**config.mk**
```make
export PLATFORM = sky130hd
export DESIGN_NAME = vx_warp_ctl
export DESIGN_NICKNAME = d
export VERILOG_FILES = /design/src/rtl/vx_warp_ctl_pkg.sv /design/src/rtl/vx_warp_ctl_ipdom.sv /design/src/rtl/vx_warp_ctl.sv
export SDC_FILE = /design/constraint.sdc
export NUM_CORES = 1
export LEC_CHECK = 0
export ABC_AREA = 1
export CAP_MARGIN = 20
export CORE_MARGIN = 5
export CORE_UTILIZATION = 48
export DETAILED_ROUTE_END_ITERATION = 8
export GPL_TIMING_DRIVEN = 0
export PLACE_DENSITY = 0.67
export SLEW_MARGIN = 10
export SYNTH_ARGS = -nofsm -noshare
export SYNTH_HDL_FRONTEND = slang
export SYNTH_SLANG_ARGS = --single-unit
export TNS_END_PERCENT = 20
```
**constraint.sdc**
```tcl
create_clock -name clk -period 8.4 [get_ports clk]
set_clock_uncertainty 0.1 [all_clocks]
set_input_delay 2.52 -clock clk [delete_from_list [all_inputs] [get_ports clk]]
set_output_delay 2.52 -clock clk [all_outputs]
set_load 0.1 [all_outputs]
```
**src/rtl/vx_warp_ctl_pkg.sv**
```systemverilog
// Shared types for the warp-control responder: GPU control request structs,
// divergence-stack entry, and the core configuration the struct widths follow.
package vx_warp_ctl_pkg;

  localparam int NUM_WARPS               = 4;
  localparam int NUM_THREADS             = 4;
  localparam int NUM_BARRIERS            = 4;
  localparam int NW_BITS                 = $clog2(NUM_WARPS);
  localparam int NB_BITS                 = $clog2(NUM_BARRIERS);
  localparam int IPDOM_DEPTH_DEF         = 4;
  localparam logic [31:0] STARTUP_ADDR_DEF = 32'h8000_0000;

  typedef struct packed {
    logic                   valid;
    logic [NUM_THREADS-1:0] tmask;
  } gpu_tmc_t;

  typedef struct packed {
    logic                 valid;
    logic [NUM_WARPS-1:0] wmask;
    logic [31:0]          pc;
  } gpu_wspawn_t;

  typedef struct packed {
    logic                   valid;
    logic                   diverged;
    logic [NUM_THREADS-1:0] then_tmask;
    logic [NUM_THREADS-1:0] else_tmask;
    logic [31:0]            pc;
  } gpu_split_t;

  typedef struct packed {
    logic               valid;
    logic [NB_BITS-1:0] id;
    logic [NW_BITS-1:0] size_m1;
  } gpu_barrier_t;

  typedef struct packed {
    logic valid;
  } gpu_join_t;

  typedef struct packed {
    logic [NUM_THREADS-1:0] tmask;
    logic [31:0]            pc;
    logic                   is_else;
  } ipdom_entry_t;

  localparam int GPU_TMC_BITS     = $bits(gpu_tmc_t);
  localparam int GPU_WSPAWN_BITS  = $bits(gpu_wspawn_t);
  localparam int GPU_SPLIT_BITS   = $bits(gpu_split_t);
  localparam int GPU_BARRIER_BITS = $bits(gpu_barrier_t);
  localparam int GPU_JOIN_BITS    = $bits(gpu_join_t);
  localparam int IPDOM_ENTRY_BITS = $bits(ipdom_entry_t);

endpackage

```
**src/rtl/vx_warp_ctl_ipdom.sv**
```systemverilog
// Per-warp divergence stack (LIFO). A split pushes either the restore entry
// alone or the restore entry followed by the else entry, leaving else on top.
module vx_warp_ctl_ipdom
  import vx_warp_ctl_pkg::*;
#(
  parameter int DEPTH = 4
) (
  input  logic         clk,
  input  logic         reset,
  input  logic         push1,
  input  logic         push2,
  input  logic         pop,
  input  ipdom_entry_t d_restore,
  input  ipdom_entry_t d_else,
  output ipdom_entry_t top_entry,
  output logic         empty,
  output logic         full1,
  output logic         full2
);

  localparam int CW = $clog2(DEPTH + 1);
  localparam int AW = $clog2(DEPTH);

  ipdom_entry_t  mem [DEPTH];
  logic [CW-1:0] cnt;
  logic [AW-1:0] wr_idx0;
  logic [AW-1:0] wr_idx1;
  logic [AW-1:0] top_idx;

  assign empty   = (cnt == '0);
  assign full1   = (cnt == CW'(DEPTH));
  assign full2   = (cnt >= CW'(DEPTH - 1));
  assign wr_idx0 = AW'(cnt);
  assign wr_idx1 = AW'(cnt + CW'(1));
  assign top_idx = AW'(cnt - CW'(1));
  assign top_entry = mem[top_idx];

  // Contents need no reset: only entries below cnt are ever read.
  always_ff @(posedge clk) begin
    if (push2 && !full2) begin
      mem[wr_idx0] <= d_restore;
      mem[wr_idx1] <= d_else;
    end else if (push1 && !full1) begin
      mem[wr_idx0] <= d_restore;
    end
  end

  always_ff @(posedge clk) begin
    if (reset) begin
      cnt <= '0;
    end else if (push2 && !full2) begin
      cnt <= cnt + CW'(2);
    end else if (push1 && !full1) begin
      cnt <= cnt + CW'(1);
    end else if (pop && !empty) begin
      cnt <= cnt - CW'(1);
    end
  end

endmodule

```
**src/rtl/vx_warp_ctl.sv**
```systemverilog
// Warp-control responder: applies TMC/WSPAWN/SPLIT/BARRIER/JOIN requests to the
// per-warp scheduling state and drives registered masks and PC redirects.
module vx_warp_ctl
  import vx_warp_ctl_pkg::*;
#(
  parameter int          IPDOM_DEPTH  = IPDOM_DEPTH_DEF,
  parameter logic [31:0] STARTUP_ADDR = STARTUP_ADDR_DEF
) (
  input  logic                             clk,
  input  logic                             reset,
  input  logic                             ctl_valid,
  output logic                             ctl_ready,
  input  logic [NW_BITS-1:0]               ctl_wid,
  input  gpu_tmc_t                         tmc,
  input  gpu_wspawn_t                      wspawn,
  input  gpu_split_t                       split,
  input  gpu_barrier_t                     barrier,
  input  logic                             join_valid,
  output logic [NUM_WARPS-1:0]             active_warps,
  output logic [NUM_WARPS-1:0]             stalled_warps,
  output logic [NUM_WARPS*NUM_THREADS-1:0] thread_masks,
  output logic                             redirect_valid,
  output logic [NW_BITS-1:0]               redirect_wid,
  output logic [31:0]                      redirect_pc,
  output logic                             spawn_valid,
  output logic [NUM_WARPS-1:0]             spawn_mask,
  output logic [31:0]                      spawn_pc,
  output logic                             ipdom_error
);

  logic [NUM_THREADS-1:0] tmask_r  [NUM_WARPS];
  logic [NW_BITS-1:0]     bar_cnt  [NUM_BARRIERS];
  logic [NUM_WARPS-1:0]   bar_mask [NUM_BARRIERS];

  logic sel_tmc, sel_wspawn, sel_split, sel_bar, sel_join;
  logic room, fire;

  ipdom_entry_t         stk_top [NUM_WARPS];
  ipdom_entry_t         ent_restore, ent_else;
  logic [NUM_WARPS-1:0] stk_empty, stk_full1, stk_full2;
  logic [NUM_WARPS-1:0] push1, push2, pop;

  always_comb begin
    sel_tmc     = tmc.valid;
    sel_wspawn  = !tmc.valid && wspawn.valid;
    sel_split   = !tmc.valid && !wspawn.valid && split.valid;
    sel_bar     = !tmc.valid && !wspawn.valid && !split.valid && barrier.valid;
    sel_join    = !tmc.valid && !wspawn.valid && !split.valid && !barrier.valid && join_valid;
    room        = split.diverged ? !stk_full2[ctl_wid] : !stk_full1[ctl_wid];
    ctl_ready   = !(sel_split && !room);
    fire        = ctl_valid && ctl_ready;
    push1       = '0;
    push2       = '0;
    pop         = '0;
    if (fire && sel_split) begin
      if (split.diverged) push2[ctl_wid] = 1'b1;
      else                push1[ctl_wid] = 1'b1;
    end
    if (fire && sel_join && !stk_empty[ctl_wid]) pop[ctl_wid] = 1'b1;
    ent_restore = '{tmask: tmask_r[ctl_wid], pc: 32'h0, is_else: 1'b0};
    ent_else    = '{tmask: split.else_tmask, pc: split.pc, is_else: 1'b1};
  end

  for (genvar w = 0; w < NUM_WARPS; w++) begin : g_warp
    vx_warp_ctl_ipdom #(.DEPTH(IPDOM_DEPTH)) u_ipdom (
      .clk       (clk),
      .reset     (reset),
      .push1     (push1[w]),
      .push2     (push2[w]),
      .pop       (pop[w]),
      .d_restore (ent_restore),
      .d_else    (ent_else),
      .top_entry (stk_top[w]),
      .empty     (stk_empty[w]),
      .full1     (stk_full1[w]),
      .full2     (stk_full2[w])
    );
    assign thread_masks[w*NUM_THREADS +: NUM_THREADS] = tmask_r[w];
  end

  always_ff @(posedge clk) begin
    if (reset) begin
      active_warps   <= NUM_WARPS'(1);
      stalled_warps  <= '0;
      for (int w = 0; w < NUM_WARPS; w++) tmask_r[w] <= (w == 0) ? NUM_THREADS'(1) : '0;
      for (int b = 0; b < NUM_BARRIERS; b++) begin
        bar_cnt[b]  <= '0;
        bar_mask[b] <= '0;
      end
      redirect_valid <= 1'b0;
      redirect_wid   <= '0;
      redirect_pc    <= STARTUP_ADDR;
      spawn_valid    <= 1'b0;
      spawn_mask     <= '0;
      spawn_pc       <= '0;
      ipdom_error    <= 1'b0;
    end else begin
      redirect_valid <= 1'b0;
      spawn_valid    <= 1'b0;
      // Cannot happen through the handshake; kept as a guard on the stacks.
      if (|(push1 & stk_full1) || |(push2 & stk_full2)) ipdom_error <= 1'b1;
      if (fire) begin
        if (sel_tmc) begin
          tmask_r[ctl_wid] <= tmc.tmask;
          if (tmc.tmask == '0) active_warps[ctl_wid] <= 1'b0;
        end else if (sel_wspawn) begin
          for (int w = 0; w < NUM_WARPS; w++) begin
            if (wspawn.wmask[w] && (NW_BITS'(w) != ctl_wid)) begin
              active_warps[w] <= 1'b1;
              tmask_r[w]      <= NUM_THREADS'(1);
            end
          end
          spawn_valid <= 1'b1;
          spawn_mask  <= wspawn.wmask & ~(NUM_WARPS'(1) << ctl_wid);
          spawn_pc    <= wspawn.pc;
        end else if (sel_split) begin
          if (split.diverged) tmask_r[ctl_wid] <= split.then_tmask;
        end else if (sel_bar) begin
          if (bar_cnt[barrier.id] < barrier.size_m1) begin
            bar_cnt[barrier.id]           <= bar_cnt[barrier.id] + NW_BITS'(1);
            bar_mask[barrier.id][ctl_wid] <= 1'b1;
            stalled_warps[ctl_wid]        <= 1'b1;
          end else begin
            stalled_warps       <= stalled_warps & ~bar_mask[barrier.id];
            bar_cnt[barrier.id]  <= '0;
            bar_mask[barrier.id] <= '0;
          end
        end else if (sel_join) begin
          if (stk_empty[ctl_wid]) begin
            ipdom_error <= 1'b1;
          end else begin
            tmask_r[ctl_wid] <= stk_top[ctl_wid].tmask;
            if (stk_top[ctl_wid].is_else) begin
              redirect_valid <= 1'b1;
              redirect_wid   <= ctl_wid;
              redirect_pc    <= stk_top[ctl_wid].pc;
            end
          end
        end
      end
    end
  end

endmodule

```
==> Yosys cells after proc, flatten, opt, wreduce, memory -nomap -nowiden <==
Memories as Yosys holds them, arrays and structs flattened.
Cells that the tools add are included.
{ "word_totals": {"register_bits": 93, "ramBits": 632, "in_bits": 95, "out_inout_bits": 98, "wordCells": 319, "mem_count": 7} }
{ "classes": {"addsub": 13, "order_cmp": 8, "eq_ne": 8, "shift": 1, "muxes": 154, "n_bitwise": 32, "n_reduce_logical": 80} }
{ "mem_list": {"columns": ["name", "words", "word_bits", "read_ports", "rd_ports_with_merged_regs", "write_ports", "line", "rtl"], "rows": [
  ["g_warp[0].u_ipdom.mem", 4, 37, 1, 0, 2, "vx_warp_ctl_ipdom.sv:24", "ipdom_entry_t mem [DEPTH];"],
  ["g_warp[1].u_ipdom.mem", 4, 37, 1, 0, 2, "vx_warp_ctl_ipdom.sv:24", null],
  ["g_warp[2].u_ipdom.mem", 4, 37, 1, 0, 2, "vx_warp_ctl_ipdom.sv:24", null],
  ["g_warp[3].u_ipdom.mem", 4, 37, 1, 0, 2, "vx_warp_ctl_ipdom.sv:24", null],
  ["bar_mask", 4, 4, 1, 0, 4, "vx_warp_ctl.sv:33", "logic [NUM_WARPS-1:0] bar_mask [NUM_BARRIERS];"],
  ["tmask_r", 4, 4, 5, 0, 4, "vx_warp_ctl.sv:31", "logic [NUM_THREADS-1:0] tmask_r [NUM_WARPS];"],
  ["1 more memories", null, null, null, null, null, null, null]
]} }
{ "ops": {"columns": ["op", "count"], "rows": [
  ["$mux W37", 6],
  ["$mux W1", 107],
  ["$mux W4", 19],
  ["$bmux W37 S2", 1],
  ["$mux W3", 12],
  ["$logic_and A1 B1 Y1", 29],
  ["$logic_not A1 Y1", 21],
  ["$and A4 B4 Y4", 5],
  ["$reduce_and A4 Y1", 4],
  ["$reduce_or A4 Y1", 4],
  ["$or A1 B1 Y1", 15],
  ["$add A3 B1 Y3 const B", 4],
  ["$add A3 B2 Y3 const B", 4],
  ["$eq A3 B3 Y1 const B", 4],
  ["$ge A3 B2 Y1 const B", 4],
  ["$logic_not A3 Y1", 4],
  ["$not A4 Y4", 3],
  ["$reduce_bool A2 Y1", 6],
  ["$reduce_bool A3 Y1", 4],
  ["$sub A3 B1 Y3 const B", 4],
  ["$mux W2", 5],
  ["$reduce_and A8 Y1", 1],
  ["$reduce_or A8 Y1", 1],
  ["$not A1 Y1", 7],
  ["19 further kinds", 22]
]} }

==> Depth between registers and ports, before layout <==
{ "logic_depth": {"word_depth": 22, "ltp_mapped": 19, "ltp_nobuf": 17} }

==> Cells and area by module <==
A second synthesis with hierarchy kept.
{ "hier_totals": {"hier_cells": 3915, "hier_area_um2": 36686.4} }
{ "by_module_without_submodules": {"columns": ["module", "instances", "cells_each", "area_per_inst_um2"], "rows": [
  ["vx_warp_ctl_ipdom at g_warp[1].u_ipdom ...", 3, 797, 7716.2],
  ["vx_warp_ctl_ipdom at g_warp[0].u_ipdom", 1, 797, 7697.4],
  ["vx_warp_ctl", 1, 727, 5840.6]
]} }

==> Worst setup path after synthesis <==
No wires, ideal clock.
{ "synth_path": {"path_kind": "input port to flip-flop", "startpoint": "input ctl_wid[0]", "endpoint": "memory g_warp[2].u_ipdom.mem[1][10] (netlist bit) (enable)", "t_arrival_ns": 6.237, "required_ns": 7.821, "path_slack_ns": 1.584, "stages": 12, "path_buffers": 1, "path_cell_list": "nand2_2 -> inv_2 -> nand2_1 -> nand2_1 -> nor2_2 -> nand2_1 -> nand2_2 -> nand3_2 -> inv_2 -> o21ai_2 -> buf_6 -> o21ai_0"} }
{ "synth_lines": {"columns": ["item", "line", "rtl"], "rows": [
  ["from (decl)", "vx_warp_ctl.sv:13", "input logic [NW_BITS-1:0] ctl_wid,"],
  ["to (decl)", "vx_warp_ctl_ipdom.sv:24", null]
]} }

==> Worst setup path in the final report <==
{ "layout_path": {"startpoint": "input ctl_wid[0]", "endpoint": "output ctl_ready"} }
{ "layout_via": {"elab_chain_cells": 7} }
{ "layout_lines": {"columns": ["item", "line", "rtl"], "rows": [
  ["$bmux W1 S2", "vx_warp_ctl.sv:49", "room = split.diverged ? !stk_full2[ctl_wid] : !stk_full1[ctl_wid];"],
  ["$mux W1 (implied by the code)", "vx_warp_ctl.sv:49", null],
  ["$logic_not A1 Y1", "vx_warp_ctl.sv:49", null],
  ["$mux W1 *", "vx_warp_ctl.sv:49", null],
  ["$logic_not A1 Y1 *", "vx_warp_ctl.sv:50", "ctl_ready = !(sel_split && !room);"],
  ["$logic_and A1 B1 Y1 *", "vx_warp_ctl.sv:50", null],
  ["$logic_not A1 Y1 *", "vx_warp_ctl.sv:50", null],
  ["to (decl)", "vx_warp_ctl.sv:12", "output logic ctl_ready,"]
]} }
Every way passes the cells marked *; elsewhere a longest branch is shown, timed or not. The select of a mux whose other input is x is not followed.

==> impl_results.md <==
- CP required: roughly 5800 ps
- Number of synthesized flops with an enable pin: roughly 620
- Crit path DAT: approximately 5400 ps
- Power Dens Cells: ~200 nW/um2
- Clock Tree Buf Depth: 3
- # setup viols final: 0
- Most frequent cell after synthesis: nor2_1
- Metal1 wirelength: about 44000 um
- Multi-input gate area: about 11000 um2
- Synth cell count leaders: nor2_1, edfxtp_1, nand2_1, o21ai_0, clkbuf_1
- MaxCap Viol Count: 0
- Setup CP Type: input pin to primary output
- Fill count: roughly 5800
- CTS-repair resized insts: 0
- Vias: approximately 28000
- Worst slack, placed: 421 ps
- Vias in the first global route: around 26000
- Die Width: ~270 um
- Final period util: 0.956
- Reg-to-reg setup timing slack: 3560 ps
- H-tree levels: 3
- Setup ws final: 369 ps
- Warnings from Yosys: 0
- Gpl congestion: roughly 0.96
- Leakage: between 10 and 15 nW
- Global Route Usage Sum: 0.301
- Ys async rst share: 0
- Clock edge transition at the registers on the reported setup and hold paths: 60 ps
- CTS tree: built
- Post-Route WL: about 110000 um
- Antenna violations before repair: 4
- Worst Hold Path EP: g_warp[1].u_ipdom.mem[0][0]
- Row count: 95
- Mapped Cells: about 3400
- # diodes: 0
- Pin count of the biggest net entering global routing: 31
- RR Startpoint: g_warp[2].u_ipdom.cnt[0]
- Maximum vdd drop: ~130 uV
- CTS Root Cell: clkbuf_16
- Worst R2R Path Depth: 13
- RSZ-0062 raised after global routing: no
- Num CTS Buffers: 78
- Worst hold start: g_warp[1].u_ipdom.mem[0][0]
- GRT overflow: 0
- Routed Antenna Nets: 0
- DR WL/cell: ~25 um
- #FFs+latches synth: 725
- Nets: approximately 3800
- Endpoint class of the critical path: primary output
- Top sig layer: met5
- Via/cell ratio: a little under 6
- Final Critical Period: approximately 8000 ps
- Ranking of synthesized cells by area: edfxtp_1, nor2_1, dfxtp_1
- Core area: 67400 um2
- Fin. Hold Viols: 0
- Met3 Routed Length: 14900 um
- Fmax: 125 MHz
- Mapped Nets: 3551
- Die H: between 200 and 300 um
- First-pass iteration count of the detailed router: 6
- Drt drc: 0
- Crit start category: input pin
- Hold Path Cell Cnt: 2
- Post-synthesis area per instance: about 9.6 um2
- Post-synthesis sequential area ratio: 0.632
- FF/Latch Area: around 21000 um2
- Mapped Area: 32700 um2
- Clock sinks: between 700 and 800
- First-pass GRT wire length: ~170000 um
- # port buffers: 190
- Half-perimeter wire length after placement: 84400 um
- Worst Max-Slew Pin Slew: around 1100 ps
- Reg-to-reg endpoint: redirect_pc[13]
- Synth top area share: 0.566
- Worst-Skew Late Latency: approximately 650 ps
- Outcome: finished, final reports clean
- Normalized max-slew margin: 0.279
- Hold Buf Count CTS: 0
- Ys flop type: edfxtp_1
- Initial DRC count: 3982
- Critical Path Fanout Max: 10
- Top cell type by total area after synthesis: edfxtp_1
- Top Ports: slightly below 200
- Power Total: 7.91 mW
- Initial Utilization: 0.485
- Max-slew violations: 0
- Met2 wire length: 50500 um
- Hold crit path type: flip-flop to flip-flop
- Share of cells above drive strength 1: 0.0541
- Distinct cell type count after synthesis: 38
- Syn-to-layout area delta: 18.8%
- # Post-CTS Setup Buffers: 0
- Die footprint: around 73000 um2
stage by stage:
step / TNS, ps / instance area (um2) / utilization / cells / hold WS, ps
after floorplan: 0 / 32700 / - / 3420 / 313
after global placement: -490190 / 35700 / 0.530 / 4483 / 331
after detailed placement: 0 / 36200 / 0.538 / 4500 / 331
after CTS: 0 / 38900 / 0.577 / 4644 / 345
after global routing: 0 / 38900 / 0.577 / 4644 / 369
final: 0 / 38900 / 0.577 / 4644 / 348
layout by cell type, fill, tap and decap left out, drive strengths merged:
cell type,synthesis,final
edfxtp,616,616
clkdlybuf4s50,0,190
dfxtp,109,109
clkbuf,209,319
nand4,12,12
nor2,963,963
a21oi,121,121
bufinv,0,8
xnor2,4,4
a221oi,3,3
nand3,188,188
o221ai,4,4
ha,36,36
inv,118,122
buf,48,65
xor2,1,1
a22oi,4,4
o22ai,134,134
nor4,1,1
nor3,7,7
clkinvlp,0,3
nand3b,2,2
o2111ai,3,3
a211oi,16,16
o21ai,372,372
clkinv,0,19
nand2,449,449
metal layers:
| metal | vias up | GRT usage |
|---|---|---|
| li1 | 12300 | - |
| met4 | 4 | 0.138 |
| met1 | 13300 | 0.398 |
| met5 | - | 0 |
| met2 | 1780 | 0.457 |
| met3 | 274 | 0.0941 |
registers in the layout, summed over array words and instances, names as in the netlist:
name	cells
ipdom_error	1
spawn_mask	4
stalled_warps	4
tmask_r	16
redirect_pc	32
bar_cnt	8
redirect_valid	1
g_warp.u_ipdom.cnt	12
g_warp.u_ipdom.mem	592
redirect_wid	2
spawn_valid	1
spawn_pc	32
bar_mask	16
active_warps	4
worst max-delay path: stages:
cell and delay (ps):
clkdlybuf4s50_1 630, nand2_2 200, inv_2 100, buf_6 150, nand2_1 120, nand4_1 120, nand2_1 90, nand3_2 270
clkdlybuf4s50_1 1210
how the worst max path moves through the flow:
| stage | start | end | slack (ps) | cells past startpoint |
|---|---|---|---|---|
| after global placement | ctl_wid[0] | g_warp[2].u_ipdom.mem[0][14] | -1740 | 13 |
| after detailed placement | ctl_wid[0] | ctl_ready | 420 | 9 |
| after CTS | ctl_wid[0] | ctl_ready | 410 | 9 |
| after global routing | ctl_wid[0] | ctl_ready | 360 | 9 |
| final | ctl_wid[0] | ctl_ready | 370 | 9 |
| after floorplan | ctl_wid[0] | g_warp[2].u_ipdom.mem[1][10] | 1580 | 12 |
cell families after synthesis:
kind of cell,after synthesis,synth area share
AO/OA/AOI/OAI,657,0.109
XOR/XNOR,5,0.00134
adder cells (fa/ha/maj),36,0.0138
buffers and inverters,375,0.0458
flip-flops,725,0.632
AND/OR/NAND/NOR,1622,0.198
cell type report:
| type | count | area share |
|---|---|---|
| Inverter | 118 | 0.0115 |
| Buffer | 257 | 0.0270 |
| Multi-Input combinational cell | 2320 | 0.274 |
| Tap cell | 873 | 0.0281 |
| Sequential cell | 725 | 0.532 |
| Timing Repair Buffer | 207 | 0.0596 |
| Clock buffer | 110 | 0.0562 |
| Clock inverter | 34 | 0.0110 |
report_power, final:
group / total (mW) / switching (mW) / internal [mW]
Clock: 3.55 / 1.48 / 2.07
Combinational: 0.474 / 0.359 / 0.116
Sequential: 3.89 / 0.0124 / 3.88
Total: 7.91 / 1.85 / 6.07
(Power assumes the default switching activity.)
